### src/rtl/alu_share_arbiter.sv
// Purpose : shares one 4-bit ALU between two requesters using round-robin grant and a single-entry result buffer.
// Latency : the result is valid two cycles after the cycle in which reqN_ready is high, then held until taken.
// Backpr. : out_ready low holds the result in DONE; both readies stay low until the buffer drains.
//
// Ports:
//   clk, rst                         clock (rising edge), synchronous active-high reset
//   reqN_valid/reqN_ready            per-requester handshake, N = 0,1
//   reqN_op/reqN_rs/reqN_rt          3-bit op_code and WIDTH-bit operands
//   out_valid/out_ready              result handshake
//   out_rd, out_id                   result value and the requester that issued it
//   busy                             FSM is not IDLE
//   out_zero, out_carry              result flags, present only with ALU_SHARE_FLAGS_EN defined
//
// Optional build macro: ALU_SHARE_FLAGS_EN adds out_zero/out_carry.

module alu_share_arbiter #(
  parameter int WIDTH      = 4,
  parameter int FIRST_PRIO = 0
) (
  input  logic             clk,
  input  logic             rst,
  input  logic             req0_valid,
  output logic             req0_ready,
  input  logic [2:0]       req0_op,
  input  logic [WIDTH-1:0] req0_rs,
  input  logic [WIDTH-1:0] req0_rt,
  input  logic             req1_valid,
  output logic             req1_ready,
  input  logic [2:0]       req1_op,
  input  logic [WIDTH-1:0] req1_rs,
  input  logic [WIDTH-1:0] req1_rt,
  output logic             out_valid,
  input  logic             out_ready,
  output logic [WIDTH-1:0] out_rd,
  output logic             out_id,
  output logic             busy
`ifdef ALU_SHARE_FLAGS_EN
  ,
  output logic             out_zero,
  output logic             out_carry
`endif
);

  typedef enum logic [1:0] {
    IDLE = 2'd0,
    EXEC = 2'd1,
    DONE = 2'd2
  } state_t;

  localparam logic [2:0] OP_ADD  = 3'b000;
  localparam logic [2:0] OP_SUB  = 3'b001;
  localparam logic [2:0] OP_INC  = 3'b010;
  localparam logic [2:0] OP_NOR  = 3'b011;
  localparam logic [2:0] OP_NAND = 3'b100;
  localparam logic [2:0] OP_SHR2 = 3'b101;
  localparam logic [2:0] OP_SHL1 = 3'b110;
  localparam logic [2:0] OP_MUL  = 3'b111;

  // last_grant starts as the requester that should lose the first contention.
  localparam logic LAST_GRANT_RST = (FIRST_PRIO == 0) ? 1'b1 : 1'b0;

  // The adder keeps its carry bit only when the flag outputs exist.
`ifdef ALU_SHARE_FLAGS_EN
  localparam int SW = WIDTH + 1;
`else
  localparam int SW = WIDTH;
`endif

  state_t           state;
  state_t           state_next;
  logic             last_grant;
  logic             grant0;
  logic             grant1;
  logic             accept0;
  logic             accept1;
  logic             accept;

  logic [2:0]       op_q;
  logic [WIDTH-1:0] rs_q;
  logic [WIDTH-1:0] rt_q;
  logic             id_q;

  logic [WIDTH-1:0] add_b;
  logic             add_cin;
  logic [SW-1:0]    sum;
  logic [WIDTH-1:0] prod;
  logic [WIDTH-1:0] alu_res;

  // Round-robin: a lone requester always wins; under contention the
  // requester that did not win last time is granted.
  assign grant0  = req0_valid & (~req1_valid | last_grant);
  assign grant1  = req1_valid & (~req0_valid | ~last_grant);
  assign accept0 = req0_valid & req0_ready;
  assign accept1 = req1_valid & req1_ready;
  assign accept  = accept0 | accept1;

  // State register
  always_ff @(posedge clk) begin
    if (rst) begin
      state <= IDLE;
    end else begin
      state <= state_next;
    end
  end

  // Next-state logic
  always_comb begin
    state_next = state;
    case (state)
      IDLE:    if (accept) state_next = EXEC;
      EXEC:    state_next = DONE;
      DONE:    if (out_ready) state_next = IDLE;
      default: state_next = IDLE;
    endcase
  end

  // FSM outputs
  always_comb begin
    req0_ready = 1'b0;
    req1_ready = 1'b0;
    out_valid  = 1'b0;
    busy       = 1'b1;
    case (state)
      IDLE: begin
        req0_ready = grant0;
        req1_ready = grant1;
        busy       = 1'b0;
      end
      DONE:    out_valid = 1'b1;
      default: ;
    endcase
  end

  // ALU on the latched operands. add/sub/inc share one adder so the
  // carry-out means "no borrow" for subtraction.
  always_comb begin
    add_b   = rt_q;
    add_cin = 1'b0;
    case (op_q)
      OP_SUB: begin
        add_b   = ~rt_q;
        add_cin = 1'b1;
      end
      OP_INC: begin
        add_b   = '0;
        add_cin = 1'b1;
      end
      default: ;
    endcase
  end

  assign sum  = SW'(rs_q) + SW'(add_b) + SW'(add_cin);
  assign prod = rs_q * rt_q;

  always_comb begin
    alu_res = '0;
    case (op_q)
      OP_ADD, OP_SUB, OP_INC: alu_res = sum[WIDTH-1:0];
      OP_NOR:                 alu_res = ~(rs_q | rt_q);
      OP_NAND:                alu_res = ~(rs_q & rt_q);
      OP_SHR2:                alu_res = rs_q >> 2;
      OP_SHL1:                alu_res = rs_q << 1;
      OP_MUL:                 alu_res = prod;
      default:                alu_res = '0;
    endcase
  end

  // Operand latch, grant history and the single-entry result buffer.
  // The buffer only loads in EXEC, so it is naturally held throughout DONE.
  always_ff @(posedge clk) begin
    if (rst) begin
      last_grant <= LAST_GRANT_RST;
      op_q       <= '0;
      rs_q       <= '0;
      rt_q       <= '0;
      id_q       <= 1'b0;
      out_rd     <= '0;
      out_id     <= 1'b0;
`ifdef ALU_SHARE_FLAGS_EN
      out_zero   <= 1'b0;
      out_carry  <= 1'b0;
`endif
    end else begin
      if (accept) begin
        op_q       <= accept1 ? req1_op : req0_op;
        rs_q       <= accept1 ? req1_rs : req0_rs;
        rt_q       <= accept1 ? req1_rt : req0_rt;
        id_q       <= accept1;
        last_grant <= accept1;
      end
      if (state == EXEC) begin
        out_rd    <= alu_res;
        out_id    <= id_q;
`ifdef ALU_SHARE_FLAGS_EN
        out_zero  <= (alu_res == '0);
        out_carry <= (op_q == OP_ADD || op_q == OP_SUB || op_q == OP_INC) ? sum[WIDTH] : 1'b0;
`endif
      end
    end
  end

endmodule

### config.mk
export PLATFORM = sky130hd
export DESIGN_NAME = alu_share_arbiter
export DESIGN_NICKNAME = d
export VERILOG_FILES = /design/src/rtl/alu_share_arbiter.sv
export SDC_FILE = /design/constraint.sdc
export NUM_CORES = 1
export LEC_CHECK = 0
export ABC_CLOCK_PERIOD_IN_PS = 3100
export BUFFER_PORTS_ARGS = -buffer_cell sky130_fd_sc_hd__buf_2
export CAP_MARGIN = 10
export CORE_MARGIN = 1.5
export CORE_UTILIZATION = 55
export CTS_BUF_LIST = sky130_fd_sc_hd__clkbuf_4
export CTS_CLUSTER_DIAMETER = 30
export DETAILED_ROUTE_END_ITERATION = 6
export PLACE_DENSITY = 0.88
export SLEW_MARGIN = 20
export SYNTH_ARGS = -nofsm -noshare
export SYNTH_HDL_FRONTEND = slang
export SYNTH_SLANG_ARGS = --single-unit
### constraint.sdc
create_clock -name clk -period 3.1 [get_ports clk]
set_clock_uncertainty 0.15 [all_clocks]
set_input_delay 0.31 -clock clk [delete_from_list [all_inputs] [get_ports clk]]
set_output_delay 0.31 -clock clk [all_outputs]
set_load 0.05 [all_outputs]
==> results of run 1 <==
-- registers in the layout, summed over array words and instances (netlist names) --
signal / flops
last_grant: 1
op_q: 3
state: 2
id_q: 1
rt_q: 4
rs_q: 4
out_rd: 4
out_id: 1
-- final timing paths --
check / end / slack (ps) / cells after the start
hold reg to reg: out_rd[1]$_SDFFE_PP0N_ / 310 / 2
setup / recovery: out_rd[2]$_SDFFE_PP0N_ / 280 / 10
hold / removal: state[1]$_SDFFE_PP0P_ / 100 / 3
setup reg to reg: out_rd[2]$_SDFFE_PP0N_ / 280 / 10
-- layout make-up --
class                   instances  area [µm²]  share of cell area (%)
clock buffers                   3        22.5                    1.34
clock inverters                 1        3.75                   0.223
inverters                       5        18.8                    1.11
multi-input cells             155         973                    57.8
flip-flops and latches         20         400                    23.8
well taps                      30        37.5                    2.23
repair buffers                 42         228                    13.5
-- Yosys cell counts (2+ instances only) --
cell | count | area (µm²)
a22o_1 | 3 | 26.3
buf_6 | 4 | 45.0
nand2b_1 | 5 | 31.3
xor2_1 | 2 | 17.5
nor2b_1 | 4 | 25.0
inv_1 | 5 | 18.8
xnor2_2 | 2 | 32.5
a21oi_1 | 10 | 50.1
ha_1 | 6 | 75.1
nand2_1 | 41 | 154
and2_1 | 5 | 31.3
nor2_1 | 22 | 82.6
a311oi_1 | 11 | 96.3
fa_1 | 2 | 40.0
buf_2 | 2 | 10.0
xnor2_1 | 3 | 26.3
clkbuf_1 | 6 | 22.5
o21ai_0 | 10 | 50.1
a211oi_1 | 5 | 37.5
and3_1 | 2 | 12.5
a21boi_0 | 2 | 15.0
nand3_1 | 2 | 10.0
dfxtp_1 | 20 | 400
a211o_1 | 2 | 17.5
-- metrics by stage --
stage	power, mW	setup WS, ps	instances	hold slack [ps]
detailed placement	0.645	298	252	296
global placement	0.640	394	252	293
global route	0.821	47.4	256	116
floorplan	0.566	475	193	282
CTS	0.767	273	256	110
finish	0.769	275	256	102
-- critical path: cells and delay by family, from the launching register on --
family                   cells  cell delay, ps
buffers and inverters        1             160
AND/OR/NAND/NOR              2             190
XOR/XNOR                     1             190
AO/OA/AOI/OAI                4             660
adder cells (fa/ha/maj)      2             830
flip-flops                   1             540
-- per-layer routing --
metal / vias to the layer above / global-route usage, %
met3: 4 / 3.28
met5: - / 0
met2: 44 / 40.3
li1: 747 / -
met4: 0 / 7.92
met1: 676 / 35.5
-- power by group --
part / leakage (nW) / total, mW / switching [mW] / internal, mW
clock: 0.0154 / 0.126 / 0.0786 / 0.0469
sequential: 0.165 / 0.322 / 0.0356 / 0.286
combinational: 0.582 / 0.321 / 0.193 / 0.128
-- kinds of logic (layout without fill, tap and decap cells) --
group | Yosys count | after routing | synth area share, %
AOI/OAI and AO/OA | 52 | 52 | 25.3
xor gates and xnor gates | 7 | 7 | 5.17
adders and majority gates | 8 | 8 | 7.79
buffers and inverters | 18 | 51 | 7.03
DFF | 20 | 20 | 27.1
muxes | 1 | 1 | 0.677
and+or+nand+nor | 87 | 87 | 26.9
==> run_results.csv, run 1 <==
group,metric,value,unit
sta,finalCriticalPeriod,2820,ps
place,dp_hpwl,2.71,mm
cts,clk_pin_slew,120,ps
setup_path,cp_max_fo,11,
sta,finalSetupViolCount,0,
cells_and_area,design_area,0.00168,mm²
cts,clock_path_buffers,2,
sta,fin_crit_sh,91.1,%
detailed_routing,drc_errors,0,
place,place_area,0.00166,mm²
cells_and_area,nNetsFinal,262,
cells_and_area,final_common_cell,"nand2_1",
synthesis,ys_warn_count,0,
run_status,status,"complete, no violations",
cells_and_area,layout-drive-gt1-share,23.0,%
sta,drv_slew,0,
die,die_w,54.8,µm
cts,hold_buffers,0,
detailed_routing,top_layer,"met4",
synthesis,synth_seq_area_share,27.1,%
setup_path,crit_path_max_incr_delay,540,ps
cts,clock_latency,300,ps
synthesis,synth_flop_cell,"dfxtp_1",
sta,relSlewSlack,75.1,%
setup_path,end_kind,"flop",
place,portBuffers,35,
synthesis,synth-seq-cells,20,
cts,cts_sinks,20,
cts,htreeDepth,1,
die,initial_core_util,59.1,%
detailed_routing,route.met2.wl,1.61,mm
global_routing,grt_pass1_vias,1236,
global_routing,antenna_found_initial,0,
sta,fmax,354,MHz
place,globalplace.congestion,0.964,
setup_path,startpoint,"op_q[1]$_SDFFE_PP0P_",
setup_path,rr_startpoint,"op_q[1]$_SDFFE_PP0P_",
setup_path,critPathKind,"flop to flop",
detailed_routing,num_vias,1471,
cells_and_area,n_fill_cell,224,
job,cap_violations,0,
cells_and_area,n_antenna_cell,0,
cells_and_area,syn_to_final_growth,14.0,%
pwr,leakage,0.762,nW
detailed_routing,antenna_left,0,
pwr,vdd_drop_max,0.325,mV
synthesis,async_reset_ff_share,0,%
synthesis,synth-edff-count,0,
global_routing,overflow,0,
detailed_routing,via_per_inst,5.75,
cts,cts_tree,"done",
sta,timing_hold_violations_final,0,
global_routing,grt_max_degree,24,
worst_hold_path,hold_path.class,"primary input to flop",
global_routing,grt_pass1_wl,5.46,mm
setup_path,cp-start-kind,"flop",
sta,worst_slew_pin_slew,373,ps
die,pin_count,36,
die,std_cell_rows,18,
detailed_routing,wl_met1,1.60,mm
die,dieArea,0.00301,mm²
synthesis,postSynthCellCount,193,
synthesis,synth.net_count,228,
worst_hold_path,hp-start,"out_ready",
sta,rsz0062_at_grt,"no",
detailed_routing,met3_length,147,µm
detailed_routing,wl,3.39,mm
cts,cts_resized,0,
cells_and_area,final_cell_mix,"nand2_1, buf_2, nor2_1",
setup_path,crit_chain,"inv_1 > nand2_1 > o21ai_0 > a22o_1 > fa_1 > fa_1 > xnor2_1 > a211oi_1 > a211oi_1 > nor3_1",
synthesis,synth_cell_type_count,41,
synthesis,syn_area,0.00148,mm²
synthesis,postSynthAreaPerCell,7.66,µm²
detailed_routing,wire_per_inst,13.2,µm
setup_path,worst_path_max_delay_cell,"dfxtp_1",
cts,cts-buffers-inserted,3,
die,design.core.area,0.00250,mm²
sta,fin_setup_tns,0,ps
pwr,p_per_area,456,mW/mm²
setup_path,required,3140,ps
cts,cts_setup_buffers,0,
detailed_routing,drt_iter0_markers,45,
die,die_h,54.8,µm
cells_and_area,final_util,67.4,%
cts,root_buffer,"clkbuf_4",
setup_path,arrival,2870,ps
detailed_routing,dr.pass1.iters,4,
global_routing,grtUsageTotal,25.4,%
No activity file was read; power rests on OpenSTA's default activity.
==> run 2, diff against run 1 <==
--- a/config.mk
+++ b/config.mk
@@ -13,6 +13,7 @@
 export CTS_BUF_LIST = sky130_fd_sc_hd__clkbuf_4
 export CTS_CLUSTER_DIAMETER = 30
 export DETAILED_ROUTE_END_ITERATION = 6
+export GPL_TIMING_DRIVEN = 0
 export PLACE_DENSITY = 0.88
 export SLEW_MARGIN = 20
 export SYNTH_ARGS = -nofsm -noshare
==> run 2 against run 1 <==
  * Combinational power barely moved
  * Flip-flop and latch count is the same
  * Clock-buffer cell count stayed put
  * Die area stayed put
  * Critical path type unchanged
  * Largest power group unchanged
==> run_results.csv, run 2 (synthesis gave the netlist of run 1 again) <==
group,metric,value,unit
detailed_routing,drt_iter0_markers,44,
cts,cts-buffers-inserted,3,
setup_path,path_buf_inv,2,
sta,finalSetupViolCount,0,
global_routing,overflow,0,
run_status,status,"complete, no violations",
detailed_routing,via_per_inst,5.66,
cells_and_area,n_antenna_cell,0,
cts,root_buffer,"clkbuf_4",
cts,cts_tree,"done",
setup_path,crit_path_max_incr_delay,410,ps
cts,clock_path_buffers,2,
sta,finalCriticalPeriod,2830,ps
sta,fmax,354,MHz
cells_and_area,final_cells,260,
cells_and_area,final_util,68.4,%
cts,cts_setup_buffers,0,
detailed_routing,drc_errors,0,
global_routing,antenna_found_initial,0,
global_routing,grt_pass1_vias,1245,
setup_path,crit_chain,"buf_2 > buf_4 > o21ai_0 > a22o_1 > fa_1 > fa_1 > xnor2_1 > a211oi_1 > a211oi_1 > nor3_1",
place,portBuffers,34,
pwr,leakage,0.771,nW
detailed_routing,dr.pass1.iters,4,
sta,timing_hold_violations_final,0,
sta,fin_setup_tns,0,ps
job,cap_violations,0,
place,dp_hpwl,2.70,mm
cts,hold_buffers,0,
detailed_routing,wire_per_inst,13.2,µm
cts,htreeDepth,1,
setup_path,critPathKind,"flop to flop",
global_routing,grtUsageTotal,24.4,%
die,design.core.area,0.00250,mm²
global_routing,grt_max_degree,11,
setup_path,cp-start-kind,"flop",
die,dieArea,0.00301,mm²
cts,cts_sinks,20,
detailed_routing,wl,3.43,mm
cells_and_area,final_common_cell,"nand2_1",
die,die_w,54.8,µm
die,std_cell_rows,18,
place,globalplace.congestion,0.920,
cts,clock_latency,290,ps
sta,relSlewSlack,66.6,%
die,initial_core_util,59.1,%
cells_and_area,final_cell_mix,"nand2_1, buf_2, nor2_1",
detailed_routing,antenna_left,0,
pwr,p_total,0.758,mW
cells_and_area,reg_top3,"out_rd: 4 flops, rs_q: 4 flops, rt_q: 4 flops",
cts,clk_pin_slew,100,ps
sta,worst_slew_pin_slew,501,ps
setup_path,arrival,2900,ps
pwr,p_per_area,443,mW/mm²
sta,drv_slew,0,
sta,fin_crit_sh,91.2,%
die,die_h,54.8,µm
setup_path,required,3170,ps
setup_path,cp_max_fo,10,
cells_and_area,syn_to_final_growth,15.7,%
pwr,vdd_drop_max,0.365,mV
setup_path,worst_path_max_delay_cell,"fa_1",
detailed_routing,num_vias,1472,
place,post-place-cells,257,
setup_path,end_kind,"flop",
die,pin_count,36,
worst_hold_path,hold_path.class,"primary input to flop",
sta,rsz0062_at_grt,"no",
cells_and_area,nNetsFinal,267,
setup_path,crit_family,"adder cells",
cells_and_area,layout-drive-gt1-share,22.6,%
global_routing,grt_pass1_wl,5.28,mm
[run 2: per-layer routing]
metal,GRT usage (%),routed length [µm]
met5,0,0
met4,6.67,15
met3,4.37,164
met2,42.5,1690
met1,30.5,1560
[run 2: through the flow]
stage          hold slack (ps)  instance area, µm²  setup WS, ps
2_1_floorplan              282                1480           475
3_3_place_gp               293                1690           193
3_5_place_dp               298                1690           206
4_1_cts                    111                1710           167
5_1_grt                    126                1710           101
6_report                   116                1710           273
[run 2: path summary, 6_finish.rpt]
check | startpoint | to | slack [ps] | cells past startpoint
worst max-delay path | op_q[0]$_SDFFE_PP0P_ | out_rd[2]$_SDFFE_PP0N_ | 270 | 10
worst min-delay path | out_ready | state[1]$_SDFFE_PP0P_ | 120 | 3
worst max register to register | op_q[0]$_SDFFE_PP0P_ | out_rd[2]$_SDFFE_PP0N_ | 270 | 10
worst min register to register | out_rd[1]$_SDFFE_PP0N_ | out_rd[1]$_SDFFE_PP0N_ | 310 | 2
[run 2: final cells by class]
cell class / instances / area, µm²
Buffer: 13 / 86.3
Clock buffer: 3 / 22.5
Fill cell: 231 / 791
Inverter: 5 / 18.8
Multi-Input combinational cell: 155 / 973
Sequential cell: 20 / 400
Tap cell: 30 / 37.5
Timing Repair Buffer: 34 / 170
[run 2: report_power, final]
group / switching (mW) / total, mW / internal (mW)
Clock: 0.0725 / 0.118 / 0.0452
Sequential: 0.0347 / 0.321 / 0.286
Combinational: 0.191 / 0.320 / 0.128
[run 2: timing repair]
| action | in CTS | in global routing |
|---|---|---|
| endpoints found under the setup margin | 0 | 2 |
| resized for setup | 0 | 2 |
| hold endpoints to repair | 0 | 0 |
[run 2: worst min-delay path: cells and delay by family]
family	cells	cell delay, ps
compound gates	1	50
buf+inv	1	70
simple gates	1	80
